File: config.mk
export PLATFORM = sky130hd
export DESIGN_NAME = ca_rule_infer_flat
export DESIGN_NICKNAME = d
export VERILOG_FILES = /design/src/rtl/ca_rule_infer_pkg.sv /design/src/rtl/ca_rule_infer_if.sv /design/src/rtl/ca_rule_infer_table.sv /design/src/rtl/ca_rule_infer.sv /design/src/flat_wrapper.sv
export SDC_FILE = /design/constraint.sdc
export NUM_CORES = 1
export LEC_CHECK = 0
export ABC_AREA = 1
export CAP_MARGIN = 20
export CORE_UTILIZATION = 25
export CTS_CLUSTER_SIZE = 14
export DETAILED_ROUTE_END_ITERATION = 12
export PLACE_DENSITY_LB_ADDON = 0.25
export SKIP_LAST_GASP = 1
export SLEW_MARGIN = 20
export SYNTH_ARGS = -nofsm -noshare
export SYNTH_HDL_FRONTEND = slang
export SYNTH_SLANG_ARGS = --single-unit
File: constraint.sdc
create_clock -name clk -period 4.7 [get_ports clk]
set_input_delay 0.705 -clock clk [delete_from_list [all_inputs] [get_ports clk]]
set_output_delay 0.705 -clock clk [all_outputs]
set_load 0.02 [all_outputs]
File: src/rtl/ca_rule_infer_pkg.sv
// ca_pkg: shared CA types, rule width and wrap-aware neighbourhood helper
package ca_pkg;
  typedef enum logic [1:0] {EMPTY, READY, SCAN} state_t;
  localparam int RULE_W = 8;
  localparam int MAX_GRID = 64;
  localparam int POS_W = 6;
  function automatic logic [2:0] neigh_idx(input logic [MAX_GRID-1:0] grid, input logic [POS_W-1:0] last, input logic [POS_W-1:0] i);
    logic [POS_W-1:0] hi, lo;
    hi = (i == last) ? '0 : i + 1'b1;
    lo = (i == '0) ? last : i - 1'b1;
    return {grid[hi], grid[i], grid[lo]};
  endfunction
endpackage

File: src/rtl/ca_rule_infer_if.sv
// ca_rule_infer_if: generation stream in, learned rule status out
interface ca_rule_infer_if #(parameter int GRID_SIZE = 5);
  logic                 clear;
  logic                 gen_valid;
  logic                 gen_ready;
  logic [GRID_SIZE-1:0] gen_data;
  logic [7:0]           rule;
  logic [7:0]           known;
  logic                 conflict;
  logic                 complete;
  logic                 busy;
  modport master (output clear, gen_valid, gen_data, input gen_ready, rule, known, conflict, complete, busy);
  modport slave (input clear, gen_valid, gen_data, output gen_ready, rule, known, conflict, complete, busy);
endinterface

File: src/rtl/ca_rule_infer_table.sv
// ca_rule_table: learned rule entries, their known flags and sticky conflict
module ca_rule_table
  import ca_pkg::*;
(
  input  logic              clk,
  input  logic              rst_n,
  input  logic              clr,
  input  logic              we,
  input  logic [2:0]        idx,
  input  logic              val,
  output logic [RULE_W-1:0] rule,
  output logic [RULE_W-1:0] known,
  output logic              conflict
);
  always_ff @(posedge clk or negedge rst_n) begin
    if (!rst_n) begin
      rule <= '0;
      known <= '0;
      conflict <= 1'b0;
    end else if (clr) begin
      rule <= '0;
      known <= '0;
      conflict <= 1'b0;
    end else if (we) begin
      if (!known[idx]) begin
        rule[idx] <= val;
        known[idx] <= 1'b1;
      end else if (rule[idx] != val) begin
        conflict <= 1'b1;
      end
    end
  end
endmodule

File: src/rtl/ca_rule_infer.sv
// ca_rule_infer: reconstructs a radius-1 CA rule from successive generations
module ca_rule_infer
  import ca_pkg::*;
#(
  parameter int GRID_SIZE = 5
) (
  input  logic           clk,
  input  logic           rst_n,
  ca_rule_infer_if.slave bus
);
  localparam int CW = $clog2(GRID_SIZE);
  state_t state, next;
  logic [GRID_SIZE-1:0] prev, cur;
  logic [CW-1:0] cnt;
  logic xfer, last;
  logic [2:0] idx;
  assign xfer = bus.gen_valid && bus.gen_ready;
  assign last = cnt == CW'(GRID_SIZE - 1);
  assign idx = neigh_idx(MAX_GRID'(prev), POS_W'(GRID_SIZE - 1), POS_W'(cnt));
  assign bus.complete = &bus.known;
  always_comb begin
    next = state;
    bus.gen_ready = state != SCAN;
    bus.busy = state == SCAN;
    next = (state == EMPTY && xfer) ? READY :
           (state == READY && xfer) ? SCAN :
           (state == SCAN && last) ? READY : state;
  end
  always_ff @(posedge clk or negedge rst_n) begin
    if (!rst_n) begin
      state <= EMPTY;
      prev <= '0;
      cur <= '0;
      cnt <= '0;
    end else if (bus.clear) begin
      state <= EMPTY;
      cnt <= '0;
    end else begin
      state <= next;
      if (state == EMPTY && xfer) prev <= bus.gen_data;
      if (state == READY && xfer) begin
        cur <= bus.gen_data;
        cnt <= '0;
      end
      if (state == SCAN) begin
        if (last) prev <= cur;
        else cnt <= cnt + 1'b1;
      end
    end
  end
  ca_rule_table u_table (
    .clk     (clk),
    .rst_n   (rst_n),
    .clr     (bus.clear),
    .we      (state == SCAN),
    .idx     (idx),
    .val     (cur[cnt]),
    .rule    (bus.rule),
    .known   (bus.known),
    .conflict(bus.conflict)
  );
endmodule
File: src/flat_wrapper.sv
// flat-port wrapper written by rule: the top's interface ports become plain ports
module ca_rule_infer_flat import ca_pkg::*;
#(
  parameter int GRID_SIZE = 5
)
  (clk, rst_n, bus_clear, bus_gen_valid, bus_gen_data, bus_gen_ready, bus_rule, bus_known, bus_conflict, bus_complete, bus_busy);
  ca_rule_infer_if #(.GRID_SIZE(GRID_SIZE)) bus_i ();
  input  logic clk;
  input  logic rst_n;
  input wire logic [$bits(bus_i.clear)-1:0] bus_clear;
  input wire logic [$bits(bus_i.gen_valid)-1:0] bus_gen_valid;
  input wire logic [$bits(bus_i.gen_data)-1:0] bus_gen_data;
  output wire logic [$bits(bus_i.gen_ready)-1:0] bus_gen_ready;
  output wire logic [$bits(bus_i.rule)-1:0] bus_rule;
  output wire logic [$bits(bus_i.known)-1:0] bus_known;
  output wire logic [$bits(bus_i.conflict)-1:0] bus_conflict;
  output wire logic [$bits(bus_i.complete)-1:0] bus_complete;
  output wire logic [$bits(bus_i.busy)-1:0] bus_busy;
  assign bus_i.clear = bus_clear;
  assign bus_i.gen_valid = bus_gen_valid;
  assign bus_i.gen_data = bus_gen_data;
  assign bus_gen_ready = bus_i.gen_ready;
  assign bus_rule = bus_i.rule;
  assign bus_known = bus_i.known;
  assign bus_conflict = bus_i.conflict;
  assign bus_complete = bus_i.complete;
  assign bus_busy = bus_i.busy;
  ca_rule_infer #(.GRID_SIZE(GRID_SIZE)) u_core (.clk(clk), .rst_n(rst_n), .bus(bus_i));
endmodule
==> flow_summary.ini <==
[worst_setup_path]
path_class = flop to flop
path_delay_family = simple AND/OR/NAND/NOR gates
cp-start-kind = flop
crit_arrival_ps = 3140
worst_path_most_repeated_cell = nand2_1
cp_max_fo = 22
crit_chain = inv_4, ha_1, inv_1, nand2_1, nand2_4, nand3_1, a21oi_4, nand3_1, nand3_1, nand2_1, nor2_4, nand2_4, nand2_4, o21ai_0, nand2_1, nand2_1
cp_slowest_stage_delay_ps = 600
cp_slowest_cell = dfrtp_1
path_buf_inv = 2
cp.required_ps = 4870
endpoint_kind = flop

[synthesis]
yosys_warnings = 0
ys_seq_area_share_pct = 36.49
synthArstFlopShare_pct = 100.0
netlist_area_um2 = 2195
yosysTopAreaCell = dfrtp_1
netlist-cell-type-count = 34
ys.flop_type = dfrtp_1
synth_edf_count = 0
netlist.area_leader.share_pct = 36.49
yosysMostFrequentCell = nand2_1
ys_top_cells_by_area = dfrtp_1 (36%), nand2_1 (12%), inv_1 (7.2%)
synthCells = 297
synthesis.nets = 309
netlist_top_cells_count = nand2_1 (71), inv_1 (42), dfrtp_1 (32), o21ai_0 (24), nand3_1 (21)
avgSynthCellArea_um2 = 7.389
yosys_register_bits = 32

[routing]
avgViaCountPerCell = 4.630
vias = 1991
drtPass1Iterations = 4
drtIter0Drc = 97
final_antenna_net_count = 0
wl_per_cell_um = 12.69
drc = 0
wirelength_mm = 5.455

[global_routing]
grt_max_degree = 33
grt_first_pass_wirelength_mm = 9.280
grtUsageTotal_pct = 13.09
gr-total-overflow = 0
antenna_found_initial = 0
grt_pass1_vias = 1830

[placed_design]
dp_hpwl_mm = 4.021
pre_cts_ws_ps = 1713
io_buffers = 28
dp_cells = 422
gp_congestion = 0.7981

[clock_tree]
cts.sinks = 32
cts_buffers = 5
htree_levels = 2
cts_resized = 0
post_cts_buffers = 0
clock_path_buffers = 2
cts.clk_slew.worst_paths_ps = 60
clock_latency_ps = 280
cts_hold_buf = 0
cts_tree = built
clockRootBuffer = clkbuf_8

[power]
vdd_drop_max_uv = 99.35
power_leakage_uw = 0.001195
powerDensity_nw_per_um2 = 354.4

[sta]
setup_viol = 0
timing.final.ws_setup_ps = 1728
rsz0062_at_grt = no
hold_violations = 0
timing.final.max_slew_violations = 0
final.min_clock_period_ps = 2972
skew_ps = 4.567
layout_worst_path_cycle_share_pct = 63.23
whs_ps = 492.4
tightest_slew_ps = 505.7
max_freq_mhz = 336.5
final.setup.tns_ps = 0
max_slew_margin_pct = 66.08

[final_layout]
seq_area_um2 = 800.8
antenna_cells = 0
layout-drive-gt1-share_pct = 15.08
multiInputGateArea_um2 = 1137
final_net_count = 336
stdcell_count = 430
finalCoreUtilization_pct = 31.53
syn_to_final_growth_pct = 19.84
fillers = 927

[status]
outcome = completed

[floorplanning]
die-area_um2 = 9158
rows = 33
fp.dieW_um = 95.70
start_util_pct = 26.31
io_pins = 29
core_area_um2 = 8341
die_h_um = 95.70

[job]
cap_violations = 0

[min_path]
hold_class = flop to flop
==> area by class of cell <==
class,instances,area share [%]
clock buffers,8,3.425
inverters,46,6.660
flip-flops and latches,32,30.45
repair buffers,30,11.23
multi-input cells,209,43.24
well taps,105,4.995
==> power breakdown <==
part | switching (µW) | internal (µW) | leakage, µW
clock | 100 | 119 | 0.0000455
sequential | 38.6 | 318 | 0.000427
combinational | 226 | 129 | 0.000723
total | 365 | 567 | 0.00120
==> worst register-to-register path: cells and delay by family (launching register included) <==
kind / cells / cell delay, ps
AO/OA/AOI/OAI: 2 / 500
buffers and inverters: 2 / 260
flip-flops: 1 / 600
AND/OR/NAND/NOR: 11 / 1220
adder cells (fa/ha/maj): 1 / 290
==> worst paths after layout <==
| kind | start | endpoint | slack, ps | cells past startpoint |
|---|---|---|---|---|
| setup / recovery | u_core.cnt[0]$_DFF_PN0_ | u_core.u_table.rule[0]$_DFFE_PN0P_ | 1730 | 16 |
| min in group asynchronous | rst_n | u_core.cur[3]$_DFFE_PN0P_ | 830 | 2 |
| max in group asynchronous | rst_n | u_core.u_table.known[7]$_DFFE_PN0P_ | 3560 | 2 |
| hold reg to reg | u_core.u_table.rule[3]$_DFFE_PN0P_ | u_core.u_table.rule[3]$_DFFE_PN0P_ | 490 | 2 |
| hold / removal | u_core.u_table.rule[3]$_DFFE_PN0P_ | u_core.u_table.rule[3]$_DFFE_PN0P_ | 490 | 2 |
| setup reg to reg | u_core.cnt[0]$_DFF_PN0_ | u_core.u_table.rule[0]$_DFFE_PN0P_ | 1730 | 16 |
==> state kept, by name, summed over array words and instances (netlist names) <==
| signal | cells |
|---|---|
| u_core.u_table.known | 8 |
| u_core.prev | 5 |
| u_core.cnt | 3 |
| u_core.state | 2 |
| u_core.cur | 5 |
| u_core.u_table.conflict | 1 |
| u_core.u_table.rule | 8 |
==> through the flow <==
step | total power (µW) | instance area, µm²
after detailed placement | 718.1 | 2540
after CTS | 942.5 | 2630
after global routing | 1002 | 2630
after global placement | 717.1 | 2540
final | 932.2 | 2630
after floorplan | 619.5 | 2195
==> routing by layer <==
metal / part of all wire [%] / GRT usage [%] / vias up
li1: - / - / 1023
met1: 53 / 19.48 / 931
met2: 42 / 18.69 / 29
met3: 2.7 / 2.133 / 8
met4: 1.9 / 5.100 / 0
met5: 0 / 0 / -
==> logic make-up (layout without fill, tap and decap cells) <==
kind of cell | count (synthesis) | count (layout) | synth area share (%)
and+or+nand+nor | 147 | 147 | 32.61
DFF | 32 | 32 | 36.49
AOI/OAI and AO/OA | 59 | 59 | 17.50
adders and majority gates | 3 | 3 | 1.711
buffers and inverters | 56 | 84 | 11.69
==> cell usage in the layout (no fill, tap or decap), types with 3 or more instances in the layout <==
cell type / Yosys / layout
nand2_4: 7 / 7
inv_1: 42 / 42
nor2_1: 19 / 19
dfrtp_1: 32 / 32
o21ai_0: 24 / 24
clkbuf_8: 0 / 6
ha_1: 3 / 3
nand3b_1: 3 / 3
nor2_2: 3 / 3
a21oi_1: 10 / 10
nand3_1: 21 / 21
nand2_2: 11 / 11
o21ai_2: 5 / 5
clkdlybuf4s50_1: 0 / 28
o211ai_1: 5 / 5
nand4_1: 10 / 10
nand2_1: 71 / 71
a21oi_2: 9 / 9
(Power assumes the default switching activity.)
==> patch, RTL diff (config.mk and constraints unchanged) <==
`GRID_SIZE` is set to 5 in 3 places; all go to 10.
--- a/src/rtl/ca_rule_infer_if.sv
+++ b/src/rtl/ca_rule_infer_if.sv
@@ -1,5 +1,5 @@
 // ca_rule_infer_if: generation stream in, learned rule status out
-interface ca_rule_infer_if #(parameter int GRID_SIZE = 5);
+interface ca_rule_infer_if #(parameter int GRID_SIZE = 10);
   logic                 clear;
   logic                 gen_valid;
   logic                 gen_ready;
--- a/src/rtl/ca_rule_infer.sv
+++ b/src/rtl/ca_rule_infer.sv
@@ -2,7 +2,7 @@
 module ca_rule_infer
   import ca_pkg::*;
 #(
-  parameter int GRID_SIZE = 5
+  parameter int GRID_SIZE = 10
 ) (
   input  logic           clk,
   input  logic           rst_n,
--- a/src/flat_wrapper.sv
+++ b/src/flat_wrapper.sv
@@ -1,7 +1,7 @@
 // flat-port wrapper written by rule: the top's interface ports become plain ports
 module ca_rule_infer_flat import ca_pkg::*;
 #(
-  parameter int GRID_SIZE = 5
+  parameter int GRID_SIZE = 10
 )
   (clk, rst_n, bus_clear, bus_gen_valid, bus_gen_data, bus_gen_ready, bus_rule, bus_known, bus_conflict, bus_complete, bus_busy);
   ca_rule_infer_if #(.GRID_SIZE(GRID_SIZE)) bus_i ();
Ports: changed (resized bus_gen_data); port bits go from 29 to 34. The function was not compared with the original's and may differ.
==> patch against the original RTL <==
  * The flow now finishes with violations (design-rule violations)
  * Largest cell class unchanged
  * Wire length grew 44%
  * Combinational power grew 58%
  * Worst hold slack got worse by 81 ps
  * Sequential cell count rose by 11
  * Utilization is 1.1 points lower
  * Power is 51% higher
  * Fmax decreased by 10%
  * Non-clock buffer count up 6
  * Final area is 33% higher
  * Setup slack got worse by 340 ps
  * Area after synthesis rose by 35%
  * Highest routed layer unchanged
==> patch: results (changes against the original RTL) <==
- Run status: finished with violations
- Violated checks: design-rule violations
- Violation count after the first detailed-route iteration: 270 (+180%)
- Worst reg-to-reg path cell count: 19 (+3)
- Worst Hold Slack: 412 ps (-80.7 ps)
- Net count of the finished layout: 469 (+40%)
- Number of different library cells in the post-synthesis netlist: 36 (+5.9%)
- Met2 wire length: 3.72 mm (+62%)
- Number of instances in the placed design: 588 (+39%)
- 1st-pass router iterations: 8 (+4)
- Setup Fix Bufs, Post-CTS: 0 (unchanged)
- Biggest registers after layout: u_core.cur x10, u_core.prev x10
- Total of warnings raised by yosys: 0 (unchanged)
- Main area contributors after synthesis: sky130_fd_sc_hd__dfrtp_1, sky130_fd_sc_hd__nand2_1, sky130_fd_sc_hd__a21oi_1
- Gpl congestion: 0.834 (+4.5%)
- Maximum number of pins on one net before global-route repair: 44 (+33%)
- Clock skew after layout: 4.49 ps (-0.0744 ps)
- Routed length per instance: 13.3 um (+4.5%)
- Fraction of power spent switching nets: 39.9% (+0.75 points)
- Worst slew margin: 39.1% (-27 points)
- Synthesized netlist net count: 443 (+43%)
- Leakage power of the design: 0.00166 uW (+39%)
- Most numerous cell types in the synthesized netlist: sky130_fd_sc_hd__nand2_1, sky130_fd_sc_hd__inv_1, sky130_fd_sc_hd__dfrtp_1
- Ratio of routed vias to standard cells: 4.70 (+1.5%)
- Detailed Place HPWL: 5.98 mm (+49%)
- Metal3 WL: 259 um (+75%)
- IR drop worst, VDD: 0.150 mV (+51%)
- Fraction of final layout cells sized beyond drive strength 1: 8.65% (-6.4 points)
- R2r endpoint: u_core.u_table.rule[3]
- Number of global-route vias before repair: 2652 (+45%)
- Multiplexer share of the synthesized area: 1.52% (+1.5 points)
- Post-Syn Area per Cell: 6.97 sq um (-5.7%)
- Register-to-register setup slack: 1390 ps (-340 ps)
- Seq/Total Area, Yosys: 36.2% (-0.25 points)
- CTS root buf: sky130_fd_sc_hd__clkbuf_16
- Wire length of the first global-routing pass: 13.2 mm (+43%)
- Post-Route M1 WL: 3.80 mm (+31%)
- Worst min-delay path category: input port to async pin
- Arrival time worst endpoint: 3490 ps (+350 ps)
- Share of power burned in combinational logic: 40.0% (+1.8 points)
- Number of vias in the routed layout: 2792 (+40%)
- DRC violation count after routing: 4 (+4)
- Overall Global Routing Usage: 13.5% (+0.41 points)
- Critical R2R Launch: u_core.cnt[0]
- Fraction of synthesized cell area in xor and xnor cells: 0.295% (+0.29 points)
- Place WS: 1370 ps (-340 ps)
- Dpl cell area: 3380 sq um (+33%)
- Fraction of the mapped netlist area in compound gates: 17.4% (-0.099 points)
- Adder and majority cell fraction of the synthesized area: 1.26% (-0.45 points)
- Largest fanout on the critical path: 32 (+45%)
[patch: cell count changes after synthesis, sizes merged, moves of 5 or more]
cell,unedited run,this run
dfrtp,32,43
inv,45,54
nor2,23,36
o21ai,30,41
nand4,10,3
a21oi,20,42
nor3,0,10
nand3,22,34
nand2,89,124
o211ai,5,0
[patch: worst max-delay path by stage]
stage | slack (ps) | cells past startpoint | end | startpoint
2_1_floorplan | 2030 | 21 | u_core.u_table.rule[0] | u_core.cnt[0]
3_3_place_gp | 1470 | 19 | u_core.u_table.rule[3] | u_core.cnt[0]
3_5_place_dp | 1370 | 19 | u_core.u_table.rule[3] | u_core.cnt[0]
4_1_cts | 1380 | 19 | u_core.u_table.rule[2] | u_core.cnt[0]
5_1_grt | 990 | 19 | u_core.u_table.rule[5] | u_core.cnt[0]
6_report | 1390 | 19 | u_core.u_table.rule[3] | u_core.cnt[0]
[patch: kinds of logic after synthesis]
| kind of cell | Yosys count |
|---|---|
| adders and majority gates | 3 |
| AOI/OAI and AO/OA | 92 |
| buffers and inverters | 72 |
| muxes | 4 |
| DFF | 43 |
| xor gates and xnor gates | 1 |
| and+or+nand+nor | 211 |
[patch: power groups by stage]
stage / registers [uW] / clock network [uW] / logic (uW)
3_5_place_dp: 526 / 0 / 565
2_1_floorplan: 527 / 0 / 396
6_report: 519 / 327 / 564
3_3_place_gp: 527 / 0 / 561
4_1_cts: 519 / 336 / 566
5_1_grt: 530 / 349 / 643
[patch: layout make-up]
type                    count  area (sq um)
clock buffers               6           129
fillers                  1264          8010
inverters                  55           209
multi-input cells         311          1570
flip-flops and latches     43          1080
well taps                 143           179
repair buffers             36           350
[patch: worst max-delay path: stages (launching register included)]
cell	delay, ps
sky130_fd_sc_hd__dfrtp_1	760
sky130_fd_sc_hd__inv_2	270
sky130_fd_sc_hd__ha_1	370
sky130_fd_sc_hd__or2_1	270
sky130_fd_sc_hd__nand2_2	120
sky130_fd_sc_hd__nor2_1	50
sky130_fd_sc_hd__nand2_1	70
sky130_fd_sc_hd__nand3_2	90
sky130_fd_sc_hd__nand3_4	120
sky130_fd_sc_hd__nand2_4	120
sky130_fd_sc_hd__nand2_1	80
sky130_fd_sc_hd__o21ai_0	80
sky130_fd_sc_hd__nand2_1	60
sky130_fd_sc_hd__nand2_1	60
sky130_fd_sc_hd__nor2_2	140
sky130_fd_sc_hd__nand2_2	80
sky130_fd_sc_hd__nand2_4	260
sky130_fd_sc_hd__nand2_1	90
sky130_fd_sc_hd__nand2_1	70
sky130_fd_sc_hd__nand2_1	50
[patch: per-layer routing]
metal	vias to the layer above	track usage (%)
met5	-	0
met4	0	4.02
met2	43	22.6
met3	6	2.02
met1	1307	17.9
li1	1436	-
